File: config.mk
export PLATFORM = sky130hd
export DESIGN_NAME = instruction_fetch_unit
export DESIGN_NICKNAME = d
export VERILOG_FILES = /design/src/rtl/instruction_fetch_unit.sv
export SDC_FILE = /design/constraint.sdc
export NUM_CORES = 1
export LEC_CHECK = 0
export ABC_AREA = 1
export BUFFER_PORTS_ARGS = -buffer_cell sky130_fd_sc_hd__buf_2
export CORE_ASPECT_RATIO = 0.5
export CORE_MARGIN = 1.5
export CORE_UTILIZATION = 45
export DETAILED_ROUTE_END_ITERATION = 7
export PLACE_DENSITY = 0.74
export SETUP_SLACK_MARGIN = 0.3
export SYNTH_ARGS = -nofsm -noshare
export SYNTH_HDL_FRONTEND = slang
export SYNTH_SLANG_ARGS = --single-unit
File: constraint.sdc
create_clock -name clk -period 1.6 [get_ports clk]
set_input_delay 0.32 -clock clk [delete_from_list [all_inputs] [get_ports clk]]
set_output_delay 0.32 -clock clk [all_outputs]
set_load 0.005 [all_outputs]
File: src/rtl/instruction_fetch_unit.sv
// Pipeline stage 0: owns the PC, issues instruction reads, buffers one word.
// Ports: clk/rst, flow control (stepPipe/stallPipe/progressPipe), fetchEnable,
//   jump redirect (jumpEnable/jumpAddress), instruction memory port,
//   requestingInstruction/instructionBusy status, pipe0_* stage outputs and
//   the sticky fetchMisaligned flag.
module instruction_fetch_unit #(
    parameter int                       ADDRESS_WIDTH = 32,
    parameter logic [ADDRESS_WIDTH-1:0] RESET_ADDRESS = '0
) (
    input  logic                     clk,
    input  logic                     rst,
    input  logic                     fetchEnable,
    input  logic                     stepPipe,
    input  logic                     stallPipe,
    input  logic                     progressPipe,
    input  logic                     jumpEnable,
    input  logic [ADDRESS_WIDTH-1:0] jumpAddress,
    output logic [ADDRESS_WIDTH-1:0] instruction_memoryAddress,
    output logic                     instruction_memoryReadEnable,
    input  logic [31:0]              instruction_memoryDataRead,
    input  logic                     instruction_memoryBusy,
    output logic                     requestingInstruction,
    output logic                     instructionBusy,
    output logic                     pipe0_active,
    output logic [ADDRESS_WIDTH-1:0] pipe0_programCounter,
    output logic [31:0]              pipe0_instruction,
    output logic                     fetchMisaligned
);

    typedef enum logic [1:0] {
        IDLE,
        FETCH,
        HOLD,
        ERROR
    } state_t;

    state_t state;
    state_t state_next;

    logic [ADDRESS_WIDTH-1:0] pc;
    logic [ADDRESS_WIDTH-1:0] buf_pc;
    logic [31:0]              buf_word;

    logic advance;
    logic redirect;
    logic jump_misaligned;
    logic capture_mem;
    logic capture_buf;
    logic to_hold;
    logic idle_bubble;

    assign advance = stepPipe && progressPipe && !stallPipe;

    // A redirect wins over any capture; the returned word is dropped.
    assign redirect        = advance && jumpEnable && (state != ERROR);
    assign jump_misaligned = |jumpAddress[1:0];

    assign capture_mem = !redirect && advance
                       && (state == FETCH) && !instruction_memoryBusy;
    assign capture_buf = !redirect && advance && (state == HOLD);

    // Word returned while the pipe cannot take it (including a stall).
    assign to_hold = (state == FETCH) && !instruction_memoryBusy && !advance;

    assign idle_bubble = !redirect && advance && (state == IDLE);

    assign instruction_memoryAddress    = pc;
    assign instruction_memoryReadEnable = (state == FETCH);
    assign requestingInstruction        = instruction_memoryReadEnable;
    assign instructionBusy              = instruction_memoryBusy;

    always_ff @(posedge clk) begin
        if (rst) begin
            state <= IDLE;
        end else begin
            state <= state_next;
        end
    end

    always_comb begin
        state_next = state;
        if (redirect) begin
            if (jump_misaligned) begin
                state_next = ERROR;
            end else begin
                state_next = fetchEnable ? FETCH : IDLE;
            end
        end else begin
            unique case (state)
                IDLE: begin
                    if (fetchEnable) begin
                        state_next = FETCH;
                    end
                end
                FETCH: begin
                    if (!instruction_memoryBusy) begin
                        if (advance) begin
                            state_next = fetchEnable ? FETCH : IDLE;
                        end else begin
                            state_next = HOLD;
                        end
                    end
                end
                HOLD: begin
                    // The buffer survives fetchEnable dropping.
                    if (advance) begin
                        state_next = fetchEnable ? FETCH : IDLE;
                    end
                end
                ERROR: begin
                    state_next = ERROR;
                end
            endcase
        end
    end

    always_ff @(posedge clk) begin
        if (rst) begin
            pc                   <= RESET_ADDRESS;
            buf_pc               <= '0;
            buf_word             <= '0;
            pipe0_active         <= 1'b0;
            pipe0_programCounter <= '0;
            pipe0_instruction    <= '0;
            fetchMisaligned      <= 1'b0;
        end else begin
            if (redirect) begin
                pipe0_active <= 1'b0;
                if (jump_misaligned) begin
                    fetchMisaligned <= 1'b1;
                end else begin
                    pc <= jumpAddress;
                end
            end else if (capture_mem) begin
                pipe0_active         <= 1'b1;
                pipe0_programCounter <= pc;
                pipe0_instruction    <= instruction_memoryDataRead;
                pc                   <= pc + ADDRESS_WIDTH'(4);
            end else if (capture_buf) begin
                pipe0_active         <= 1'b1;
                pipe0_programCounter <= buf_pc;
                pipe0_instruction    <= buf_word;
                pc                   <= pc + ADDRESS_WIDTH'(4);
            end else if (idle_bubble) begin
                pipe0_active <= 1'b0;
            end

            if (to_hold) begin
                buf_word <= instruction_memoryDataRead;
                buf_pc   <= pc;
            end
        end
    end

endmodule
==> results of run 1 <==
==> area by class of cell <==
class,count,area (sq um),area share [%]
multi-input cells,816,3976,36.60
flip-flops and latches,164,3344,30.78
repair buffers,265,2171,19.98
inverters,116,462.9,4.261
clock buffers,17,425.4,3.915
well taps,227,284.0,2.614
clock inverters,14,198.9,1.831
diodes,1,2.502,0.02303
==> state kept, by name, summed over array words and instances, names as in the netlist <==
name	cells
pipe0_programCounter	32
instruction_memoryAddress	32
pipe0_instruction	32
state	2
pipe0_active	1
buf_word	32
buf_pc	32
fetchMisaligned	1
==> path summary, 6_finish.rpt <==
| path | start | to | slack (ns) |
|---|---|---|---|
| max | state[0] | instruction_memoryAddress[18] | -0.05 |
| min reg2reg | fetchMisaligned | fetchMisaligned | 0.46 |
| min | instruction_memoryDataRead[6] | buf_word[6] | 0.13 |
| max reg2reg | state[0] | instruction_memoryAddress[18] | -0.05 |
==> stage by stage <==
step	instance area (sq um)	util (%)	hold WS (ns)	TNS [ns]	std cells
after global placement	9280	56.19	0.4408	-10.34	1550
after CTS	10040	60.77	0.1255	0	1588
after detailed placement	9280	56.19	0.4500	-15.20	1550
after floorplan	7976	-	0.3891	0	1167
after global routing	10870	65.79	0.1391	-3.456	1620
final	10870	65.79	0.1346	-0.2611	1620
==> logic make-up after synthesis <==
logic type,count (synthesis),synth area share (%)
compound gates,185,12.95
simple gates,625,33.88
fa+ha+maj,1,0.1629
xor+xnor,4,0.4563
flops,164,42.76
buf+inv,188,9.793
==> worst max-delay path, cell delays in order (launching register included) <==
cell       delay (ns)
dfxtp_4          0.37
buf_8            0.13
nand2_8          0.06
a21oi_4          0.21
o21ai_4          0.14
buf_12           0.17
clkbuf_16        0.18
a21oi_2          0.12
nand2_1          0.08
a21oi_1          0.12
==> cell usage in the layout (no fill, tap or decap), types with 3 or more instances in the layout <==
cell type    n
nand2_1    289
buf_2      162
nor2_1     144
nand3_1    142
dfxtp_1    135
inv_1      104
o21ai_0     89
a21oi_1     42
buf_4       39
buf_6       31
clkbuf_16   26
o211ai_1    21
dfxtp_2     19
buf_12      18
a21oi_2     14
nand2_2     13
dfxtp_4     10
nor2_4       9
o21ai_2      7
inv_2        6
nand3b_1     6
nor2_2       5
inv_6        5
o21ai_1      5
inv_4        4
nand3_2      4
bufinv_16    4
nand2_4      3
nand2_8      3
xor2_1       3
clkinv_4     3
buf_8        3
==> power by group through the flow <==
stage	Clock (W)	Combinational (W)	Sequential, W
after floorplan	0	0.00111	0.00477
after global placement	0	0.00166	0.00478
after detailed placement	0	0.00171	0.00480
after CTS	0.00446	0.00190	0.00471
after global routing	0.00466	0.00251	0.00476
final	0.00445	0.00231	0.00472
==> routing by layer <==
metal	vias up	part of all wire (%)	wire [microns]	global-route usage, %
met5	-	0	0	0
met4	0	2.2	585	8.867
met3	68	10	2686	6.699
met2	422	45	11960	44.66
met1	4056	43	11300	33.88
li1	4160	-	-	-
==> repair_timing <==
action	in CTS	in global routing
endpoints found under the hold margin	0	0
setup endpoints to repair	187	196
pin swaps	3	12
buffers inserted	5	18
cloned	2	13
gates resized for setup	9	122
==> flow_metrics.tcl, run 1 <==
set metrics [dict create \
    grt_pass1_wl_mm 37.74 \
    netlist.area_leader.share_pct 42.76 \
    worstSetupPathType "reg -> reg" \
    cp-start-kind "flip-flop" \
    die_w_microns 187.7 \
    cts_tree "done" \
    netSwitchingFraction_pct 29.29 \
    rows 33 \
    fin_total_pwr_w 0.01148 \
    internal_power_w 0.008119 \
    p_clk_share_pct 38.8 \
    drc 0 \
    chipHeight_microns 95.37 \
    outcome "finished with violations" \
    io_buffer_count 172 \
    ir_worst_vdd_mv 0.8233 \
    vias_per_cell 5.374 \
    holdPathStages 3 \
    fin_ws_ns -0.05254 \
    synth-main-ff-cell "dfxtp_1" \
    critPathArrivalTime_ns 2.01 \
    report.final.slew_viol_count 0 \
    num_vias 8706 \
    r2r_cells 9 \
    min_period_ns 1.653 \
    async_flop_share_pct 0 \
    nNetsFinal 1453 \
    violations "negative setup slack" \
    synth_common_cells "nand2_1, dfxtp_1, nor2_1, nand3_1, inv_1" \
    cts_hold_buffers 0 \
    yosysUniqueCellTypes 29 \
    ys_top_cells_by_area "dfxtp_1, nand2_1, nand3_1, nor2_1, o21ai_0" \
    ys_ff_latch 164 \
    start_util_pct 46.49 \
    synthCells 1167 \
    p_sw_w 0.003363 \
    cts-root-buf "clkbuf_16" \
    track_usage_pct 26.62 \
    first_pass_iters 7 \
    yosysMostFrequentCell "nand2_1" \
    insertion_delay_ns 0.43 \
    clock-sinks 164 \
    wl_per_cell_microns 16.38 \
    avgSynthCellArea_sq_um 6.580 \
    p_seq_share_pct 41.1 \
    wirelength_mm 26.53 \
    area_growth_pct 41.50 \
    tightest_slew_ns 0.4326 \
    hpwl_mm 15.88 \
    ioPinCount 173 \
    h-tree-depth 4 \
    cp-end-kind "flip-flop" \
    numCtsBuffers 17 \
    finalHoldViolCount 0 \
    dp_slack_ns -0.2546 \
    fill_cells 1453 \
    cp_max_fo 13 \
    finalCritPeriodShare_pct 103.3 \
    p_leak_nw 5.289 \
    ctsLongestPathBuffers 2 \
    fin_worst_skew_ns 0.01350 \
    rsz0062_at_grt "true" \
    globalRouteOverflowTotal 0 \
    setup_viol 14 \
    dieArea_sq_um 17900 \
    antenna_found_initial 1 \
    drt_iter0_markers 674 \
    grt_max_degree 101 \
    grt_pass1_vias 7749 \
    maxCapViolCount 0 \
    power_frac_comb_pct 20.1 \
    core_sq_um 16520 \
    seq_area_frac_synth_pct 42.76 \
    slew_headroom_pct 71.16 \
    min_path_type "in -> reg" \
    required_ns 1.95 \
    synth_area_sq_um 7679 \
    fmax_mhz 605.1 \
    gp_congestion 0.9554 \
    power_density_nw_per_um2 1057 \
    clk_transition_reported_paths_ns 0.07 \
    syn-num-nets 1240 \
    yosys_warnings 0 \
    ant_nets 0 \
    yosysTopAreaCell "dfxtp_1" \
    layout-drive-gt1-share_pct 29.09 \
    synth_edf_count 0 \
]
Note: power is estimated with default switching activity, not from simulation.
==> run 2: changes to the inputs <==
--- a/config.mk
+++ b/config.mk
@@ -11,7 +11,7 @@
 export CORE_MARGIN = 1.5
 export CORE_UTILIZATION = 45
 export DETAILED_ROUTE_END_ITERATION = 7
-export PLACE_DENSITY = 0.74
+export PLACE_DENSITY = 0.71
 export SETUP_SLACK_MARGIN = 0.3
 export SYNTH_ARGS = -nofsm -noshare
 export SYNTH_HDL_FRONTEND = slang
==> run 2 against run 1 <==
  * The flow still finishes with violations (negative setup slack)
  * Via count rose by 12%
  * Final cell count rose by 3.6%
  * Clock skew rose by 0.0042 ns
  * Cell area rose by 19%
  * Maximum frequency fell by 2.3%
  * Sequential share of layout area fell by 4.9 points
  * Critical path depth rose by 2
  * Combinational power rose by 60%
==> flow_metrics.tcl, run 2 (synthesis gave the netlist of run 1 again) <==
set metrics [dict create \
    worstSetupPathType "reg -> reg" \
    num_vias 9771 \
    cp-end-kind "flip-flop" \
    antenna_found_initial 0 \
    core_sq_um 16520 \
    dieArea_sq_um 17900 \
    area_growth_pct 68.75 \
    die_w_microns 187.7 \
    rows 33 \
    fmax_mhz 591.4 \
    finalHoldViolCount 0 \
    track_usage_pct 33.28 \
    cp-start-kind "flip-flop" \
    nNetsFinal 1511 \
    drt_iter0_markers 1242 \
    vias_per_cell 5.823 \
    maxCapViolCount 0 \
    busiest_layer "met2" \
    finalCritPeriodShare_pct 105.7 \
    io_buffer_count 172 \
    ctsLongestPathBuffers 2 \
    gp_congestion 0.9105 \
    clk_transition_reported_paths_ns 0.07 \
    first_pass_iters 6 \
    n_antenna_cell 0 \
    numCtsBuffers 17 \
    layout_commonest_cell "nand2_1" \
    power_density_nw_per_um2 996.8 \
    report.final.slew_viol_count 0 \
    grt_pass1_wl_mm 45.67 \
    wirelength_mm 34.23 \
    globalRouteOverflowTotal 0 \
    start_util_pct 46.49 \
    critPathArrivalTime_ns 2.03 \
    min_path_type "in -> reg" \
    slew_headroom_pct 70.75 \
    tightest_slew_ns 0.4371 \
    cts-root-buf "clkbuf_16" \
    use_met2_pct 54.88 \
    wl_per_cell_microns 20.40 \
    h-tree-depth 4 \
    insertion_delay_ns 0.46 \
    outcome "finished with violations" \
    final_cell_mix "nand2_1, buf_2, dfxtp_1, nor2_1, inv_1" \
    violations "negative setup slack" \
    ir_worst_vdd_mv 0.7885 \
    setup_viol 27 \
    grt.met3_usage_pct 5.558 \
    clock-sinks 164 \
    drc 0 \
    met1_usage_pct 43.31 \
    p_leak_nw 6.037 \
    hpwl_mm 15.96 \
    grt_max_degree 56 \
    cts_tree "done" \
    worst_hold_slack_ns 0.1004 \
    cp_max_fo 7 \
    layout-drive-gt1-share_pct 45.14 \
    ant_nets 0 \
    ioPinCount 173 \
    fin_ws_ns -0.09084 \
    utilization_pct 78.45 \
    rsz0062_at_grt "true" \
    min_period_ns 1.691 \
    fin_worst_skew_ns 0.01775 \
    chipHeight_microns 95.37 \
    required_ns 1.94 \
    grt_pass1_vias 8805 \
]
==> run 2: cell count changes in the layout (fill, tap and decap cells not counted), sizes merged <==
cell / delta
clkinv: -2
buf: +59
clkbuf: +2
diode: -1
nor2: -1
clkinvlp: +1
inv: +4
bufbuf: -1
bufinv: -3
==> run 2: final timing paths <==
path / from / end / slack (ns) / depth (start not counted)
setup / recovery: state[0] / pipe0_instruction[21] / -0.09 / 11
hold / removal: instruction_memoryDataRead[0] / buf_word[0] / 0.10 / 3
setup reg to reg: state[0] / pipe0_instruction[21] / -0.09 / 11
hold reg to reg: fetchMisaligned / fetchMisaligned / 0.46 / 2
==> run 2: metrics by stage <==
stage | setup TNS (ns) | total power [W] | cells | area [sq um] | setup slack, ns
floorplan | 0 | 0.005882 | 1167 | 7976 | 0.2450
global placement | -0.2844 | 0.006432 | 1548 | 9265 | -0.04042
detailed placement | -1.886 | 0.006492 | 1548 | 9265 | -0.1183
CTS | 0 | 0.01192 | 1649 | 11730 | 0.01061
global route | -3.952 | 0.01327 | 1678 | 12960 | -0.1184
finish | -0.5865 | 0.01292 | 1678 | 12960 | -0.09084
==> run 2: timing repair <==
action / CTS / global route
pin swaps: 33 / 96
buffers inserted: 43 / 19
hold buffers: 0 / 0
gates resized for setup: 235 / 243
cloned: 26 / 10
endpoints found under the setup margin: 190 / 187
==> run 2: area by class of cell <==
cell class,count,area (sq um)
multi-input cells,815,4941
fillers,1015,3558
flip-flops and latches,164,3354
repair buffers,324,3301
inverters,116,476.7
clock buffers,18,439.2
well taps,227,284.0
clock inverters,14,161.4
==> run 2: where the power goes <==
group	switching, W	leakage, nW	internal (W)	total (W)
Sequential	0.000413	1.35	0.00450	0.00491
Clock	0.00205	0.288	0.00226	0.00432
Combinational	0.00192	4.40	0.00177	0.00369
==> run 2: layer usage <==
layer,vias to the layer above,routed length (microns)
met5,-,0
met3,174,3953
met1,4588,13120
met4,0,1443
li1,4308,-
met2,701,15710
==> run 2: worst max-delay path: stages, from the launching register on <==
cell	delay, ns
dfxtp_4	0.39
nand2_4	0.08
a21oi_4	0.14
buf_6	0.13
o21ai_4	0.09
buf_12	0.18
buf_12	0.14
buf_16	0.13
nand2_2	0.06
nand3_1	0.11
nand2_1	0.08
inv_1	0.04
